`src/rtl/s2p.sv`:
```
// s2p: serial-to-parallel receiver, the downstream counterpart of p2s.
//
// Samples serial_in MSB-first for a programmable number of bits (1..15) and
// assembles them left-aligned in a WIDTH-bit word, so a p2s->s2p loopback
// returns the word that was given to p2s.
//
// Ports:
//   clk        system clock, rising edge
//   reset      asynchronous, active-high reset
//   start      one-cycle request to begin a reception; latches len
//   len        number of bits to receive (1..2^LEN_W-1), sampled with start
//   enable     sample qualifier while receiving
//   serial_in  serial data line, MSB first
//   data_out   last completed word; received bits in the upper len bits,
//              all lower bits zero
//   done       one-cycle pulse, high in the cycle after the last capture
//   busy       high while receiving
//   state_dbg  current FSM state (IDLE=0, RECV=1, FIN=2)
//
// Control semantics: start is a single-cycle request with no back-pressure.
// It is honoured in every state (IDLE, RECV as abort/restart, FIN as a
// back-to-back restart); len=0 with start never begins a reception.
// done is a single-cycle pulse with no acknowledge; data_out is valid from
// the cycle done is high until the next completed reception.
module s2p #(
  parameter int WIDTH = 16,
  parameter int LEN_W = 4
) (
  input  logic             clk,
  input  logic             reset,
  input  logic             start,
  input  logic [LEN_W-1:0] len,
  input  logic             enable,
  input  logic             serial_in,
  output logic [WIDTH-1:0] data_out,
  output logic             done,
  output logic             busy,
  output logic [1:0]       state_dbg
);

  localparam int IDX_W = $clog2(WIDTH);

  typedef enum logic [1:0] {
    IDLE = 2'd0,
    RECV = 2'd1,
    FIN  = 2'd2
  } state_t;

  state_t           state, state_n;
  logic [WIDTH-1:0] shift_reg, shift_n;
  logic [WIDTH-1:0] data_q, data_n;
  logic [LEN_W-1:0] cnt, cnt_n;
  logic [LEN_W-1:0] len_q, len_n;
  logic [LEN_W-1:0] cnt_inc;
  logic [IDX_W-1:0] bit_idx;

  always_ff @(posedge clk or posedge reset) begin
    if (reset) begin
      state     <= IDLE;
      shift_reg <= '0;
      data_q    <= '0;
      cnt       <= '0;
      len_q     <= '0;
    end else begin
      state     <= state_n;
      shift_reg <= shift_n;
      data_q    <= data_n;
      cnt       <= cnt_n;
      len_q     <= len_n;
    end
  end

  // The counter never exceeds len_q (<= 2^LEN_W-1 < WIDTH), so bit_idx
  // stays >= 1 and bit 0 of the word is never written.
  assign cnt_inc = cnt + LEN_W'(1);
  assign bit_idx = IDX_W'(WIDTH - 1) - IDX_W'(cnt);

  always_comb begin
    state_n = state;
    shift_n = shift_reg;
    data_n  = data_q;
    cnt_n   = cnt;
    len_n   = len_q;

    case (state)
      IDLE: begin
        if (start && (len != '0)) begin
          len_n   = len;
          shift_n = '0;
          cnt_n   = '0;
          state_n = RECV;
        end
      end

      RECV: begin
        // start outranks a sample on the same edge: the partial word is
        // dropped without a done pulse and data_out keeps its old value.
        if (start) begin
          len_n   = len;
          shift_n = '0;
          cnt_n   = '0;
          state_n = (len != '0) ? RECV : IDLE;
        end else if (enable) begin
          shift_n[bit_idx] = serial_in;
          cnt_n            = cnt_inc;
          if (cnt_inc == len_q) begin
            // Publish on the same edge that enters FIN so data_out is
            // already valid while done is high.
            data_n  = shift_n;
            state_n = FIN;
          end
        end
      end

      FIN: begin
        if (start && (len != '0)) begin
          len_n   = len;
          shift_n = '0;
          cnt_n   = '0;
          state_n = RECV;
        end else begin
          state_n = IDLE;
        end
      end

      default: state_n = IDLE;
    endcase
  end

  assign data_out  = data_q;
  assign done      = (state == FIN);
  assign busy      = (state == RECV);
  assign state_dbg = state;

endmodule

```
`config.mk`:
```
export PLATFORM = sky130hd
export DESIGN_NAME = s2p
export DESIGN_NICKNAME = d
export VERILOG_FILES = /design/src/rtl/s2p.sv
export SDC_FILE = /design/constraint.sdc
export NUM_CORES = 1
export LEC_CHECK = 0
export BUFFER_PORTS_ARGS = -buffer_cell sky130_fd_sc_hd__buf_2
export CAP_MARGIN = 20
export CORE_ASPECT_RATIO = 0.5
export CORE_MARGIN = 4
export CORE_UTILIZATION = 35
export DETAILED_ROUTE_END_ITERATION = 8
export PLACE_DENSITY_LB_ADDON = 0.25
export RECOVER_POWER = 25
export SLEW_MARGIN = 20
export SYNTH_ARGS = -nofsm -noshare
export SYNTH_HDL_FRONTEND = slang
export SYNTH_SLANG_ARGS = --single-unit
```
`constraint.sdc`:
```
create_clock -name clk -period 2.6 [get_ports clk]
set_input_delay 0.26 -clock clk [delete_from_list [all_inputs] [get_ports clk]]
set_output_delay 0.26 -clock clk [all_outputs]
set_load 0.02 [all_outputs]
```
==> flow_summary.toml <==
[run_status]
outcome = "complete, no violations"

[detailed_routing]
num_vias = 1425
first_pass_iters = 4
drcViolationCount = 0
routed_wl_microns = 4310
via_per_inst = 5.14
ant_nets = 0
drt_iter0_drc = 112
wl_per_cell_microns = 15.5

[setup_path]
crit_fanout = 9
cp-startpoint = "cnt[0]$_DFFE_PP0P_"
endpoint_kind = "flip-flop"
cp.required_ns = 2.76
r2r-start = "cnt[0]$_DFFE_PP0P_"
setup.worst_path.start_class = "flip-flop"
reg2reg_depth = 6
worstPathArrival_ns = 2.23
reg2reg_slack_ns = 0.53
cp-endpoint = "data_out[12]$_DFFE_PP0P_"
r2r-end = "data_out[12]$_DFFE_PP0P_"
crit_type = "flip-flop to flip-flop"

[place]
gp_congestion = 0.827
port-buffer-count = 28
hpwlAfterDp_microns = 2970
post-place-ws_ns = 0.532
place_inst = 269

[power]
leakage_nw = 1.18
power_frac_comb = 0.303
ir_drop_uv = 331
clkPwrFrac = 0.298
powerDensity_mw_per_mm2 = 853
p_sw_w = 0.000709
p_int_w = 0.00138
seqPwrFrac = 0.399
power_switching_share = 0.340

[finish]
final_cell_mix = "42 x dfrtp_1, 28 x buf_2, 23 x mux2_2"
multi_input_area_sq_um = 933
mostFrequentLayoutCell = "dfrtp_1"
register_area_sq_mm = 0.00105
num_antenna_cells = 0
final_nets = 216
area.growth.synth_to_final_pct = 17.9
fill_cells = 532
drive_above_1_share = 0.353
fin_cells = 277

[sta]
finalSetupViolCount = 0
hold_violations = 0
max_freq_mhz = 483
fin_crit_sh = 0.796
rsz0062_at_grt = "false"
worstMarginPinSlew_ns = 1.04
relSlewSlack = 0.308
drv_slew = 0
fin_ws_ns = 0.531
finalSetupTns_ns = 0
period_minus_slack_ns = 2.07
fin_worst_skew_ns = 0.00445

[synthesis]
synth_cell_types = 29
avgSynthCellArea_sq_um = 12.1
yosysTopAreaCell = "dfrtp_1"
syn_area_sq_mm = 0.00207
yosys.area.top_type_share = 0.507
yosysSeqAreaShare = 0.507
ys_seq_elements = 42
yosys-top-cells-area = "dfrtp_1 51%, mux2_2 12%, a32o_1 6.3%"
syn_inst = 171
syn-num-nets = 184
yosys_warnings = 0

[clock_network]
clkTransAtPathRegs_ns = 0.06
htree_levels = 2
post_cts_resize_count = 0
cts_buffer_depth = 2
clkSinkCount = 42
cts_tree = "built"
clk-insertion-delay-late_ns = 0.28
root_buffer = "clkbuf_16"
postCtsSetupRepairBufs = 0
numCtsBuffers = 5
postCtsHoldBufs = 0

[grt]
grt_pass1_wl_microns = 7480
grt.total_usage = 0.131
grt.overflow.total = 0
grt_max_degree = 43
grt_pass1_vias = 1462
grt_antenna_before_repair = 0

[floorplan]
die_h_microns = 62.4
rows = 19
coreArea_sq_mm = 0.00561
dieArea_sq_mm = 0.00729
die_w_microns = 117
io_pins = 29
initial_core_util = 0.370

[run]
maxCapViolations = 0

[hold_path]
hold_path_class = "input port to flip-flop"
[routing by layer]
metal | track usage | vias to the layer above | wire, microns
met2 | 0.177 | 25 | 1770
met4 | 0.0486 | 0 | 68
met3 | 0.0348 | 7 | 175
met5 | 0 | - | 0
li1 | - | 678 | -
met1 | 0.196 | 715 | 2290
[metrics by stage]
stage / hold WS (ns) / total power, W / util / cell area (sq um)
final: 0.223 / 0.00208 / 0.436 / 2440
after global routing: 0.230 / 0.00221 / 0.436 / 2440
after floorplan: 0.362 / 0.00128 / - / 2070
after global placement: 0.417 / 0.00147 / 0.410 / 2300
after CTS: 0.124 / 0.00210 / 0.436 / 2450
after detailed placement: 0.425 / 0.00148 / 0.410 / 2300
[cell usage after synthesis]
| cell type | count |
|---|---|
| dfrtp_1 | 42 |
| a32o_1 | 13 |
| and2b_1 | 1 |
| a221oi_1 | 1 |
| buf_8 | 1 |
| o21ai_0 | 9 |
| nor4_1 | 1 |
| nor3_1 | 1 |
| o31ai_1 | 1 |
| o32a_1 | 1 |
| xor2_2 | 1 |
| nor4_4 | 1 |
| nor2_1 | 3 |
| clkbuf_1 | 6 |
| ha_1 | 4 |
| mux2_4 | 5 |
| buf_6 | 1 |
| nand2_1 | 19 |
| xor2_1 | 1 |
| nand2b_1 | 2 |
| mux2i_1 | 8 |
| inv_1 | 8 |
| a21oi_1 | 1 |
| nor2b_1 | 5 |
| nand4bb_1 | 1 |
| mux2_2 | 23 |
| xnor2_1 | 4 |
| buf_2 | 2 |
| nand3_1 | 5 |
[power groups by stage]
stage / sequential (W) / combinational (W) / clock, W
final: 0.000831 / 0.000632 / 0.000622
after global routing: 0.000848 / 0.000696 / 0.000668
after CTS: 0.000832 / 0.000638 / 0.000633
after detailed placement: 0.000844 / 0.000633 / 0
after global placement: 0.000838 / 0.000630 / 0
after floorplan: 0.000882 / 0.000402 / 0
[logic make-up (layout without fill, tap and decap cells)]
kind of cell	Yosys count	count (layout)	share of synthesized area
compound gates	26	26	0.0996
xor+xnor	6	6	0.0290
fa+ha+maj	4	4	0.0241
buf+inv	18	51	0.0428
flops	42	42	0.507
mux	36	36	0.200
simple gates	39	39	0.0978
[how the worst min path moves through the flow]
stage               startpoint                  endpoint  slack [ns]  cells after the start
floorplan                start  state_dbg[0]$_DFFE_PP0P_        0.36                      1
global placement         reset  data_out[14]$_DFFE_PP0P_        0.42                      3
detailed placement       reset  data_out[13]$_DFFE_PP0P_        0.43                      3
CTS                      reset  data_out[14]$_DFFE_PP0P_        0.12                      3
global route            len[1]      len_q[1]$_DFFE_PP0P_        0.23                      2
finish                  len[1]      len_q[1]$_DFFE_PP0P_        0.22                      2
[cell type report]
class / count / area share
Clock inverter: 1 / 0.00205
Sequential cell: 42 / 0.430
Timing Repair Buffer: 35 / 0.0778
Clock buffer: 7 / 0.0584
Inverter: 8 / 0.0123
Tap cell: 73 / 0.0374
Multi-Input combinational cell: 111 / 0.382
[critical path, stage by stage, from the launching register on]
cell and delay [ns]:
dfrtp_1 0.45, ha_1 0.32, xnor2_1 0.21, xnor2_1 0.14
nor4_4 0.25, buf_4 0.23, mux2_2 0.35
Power figures use the tool's default switching activity.
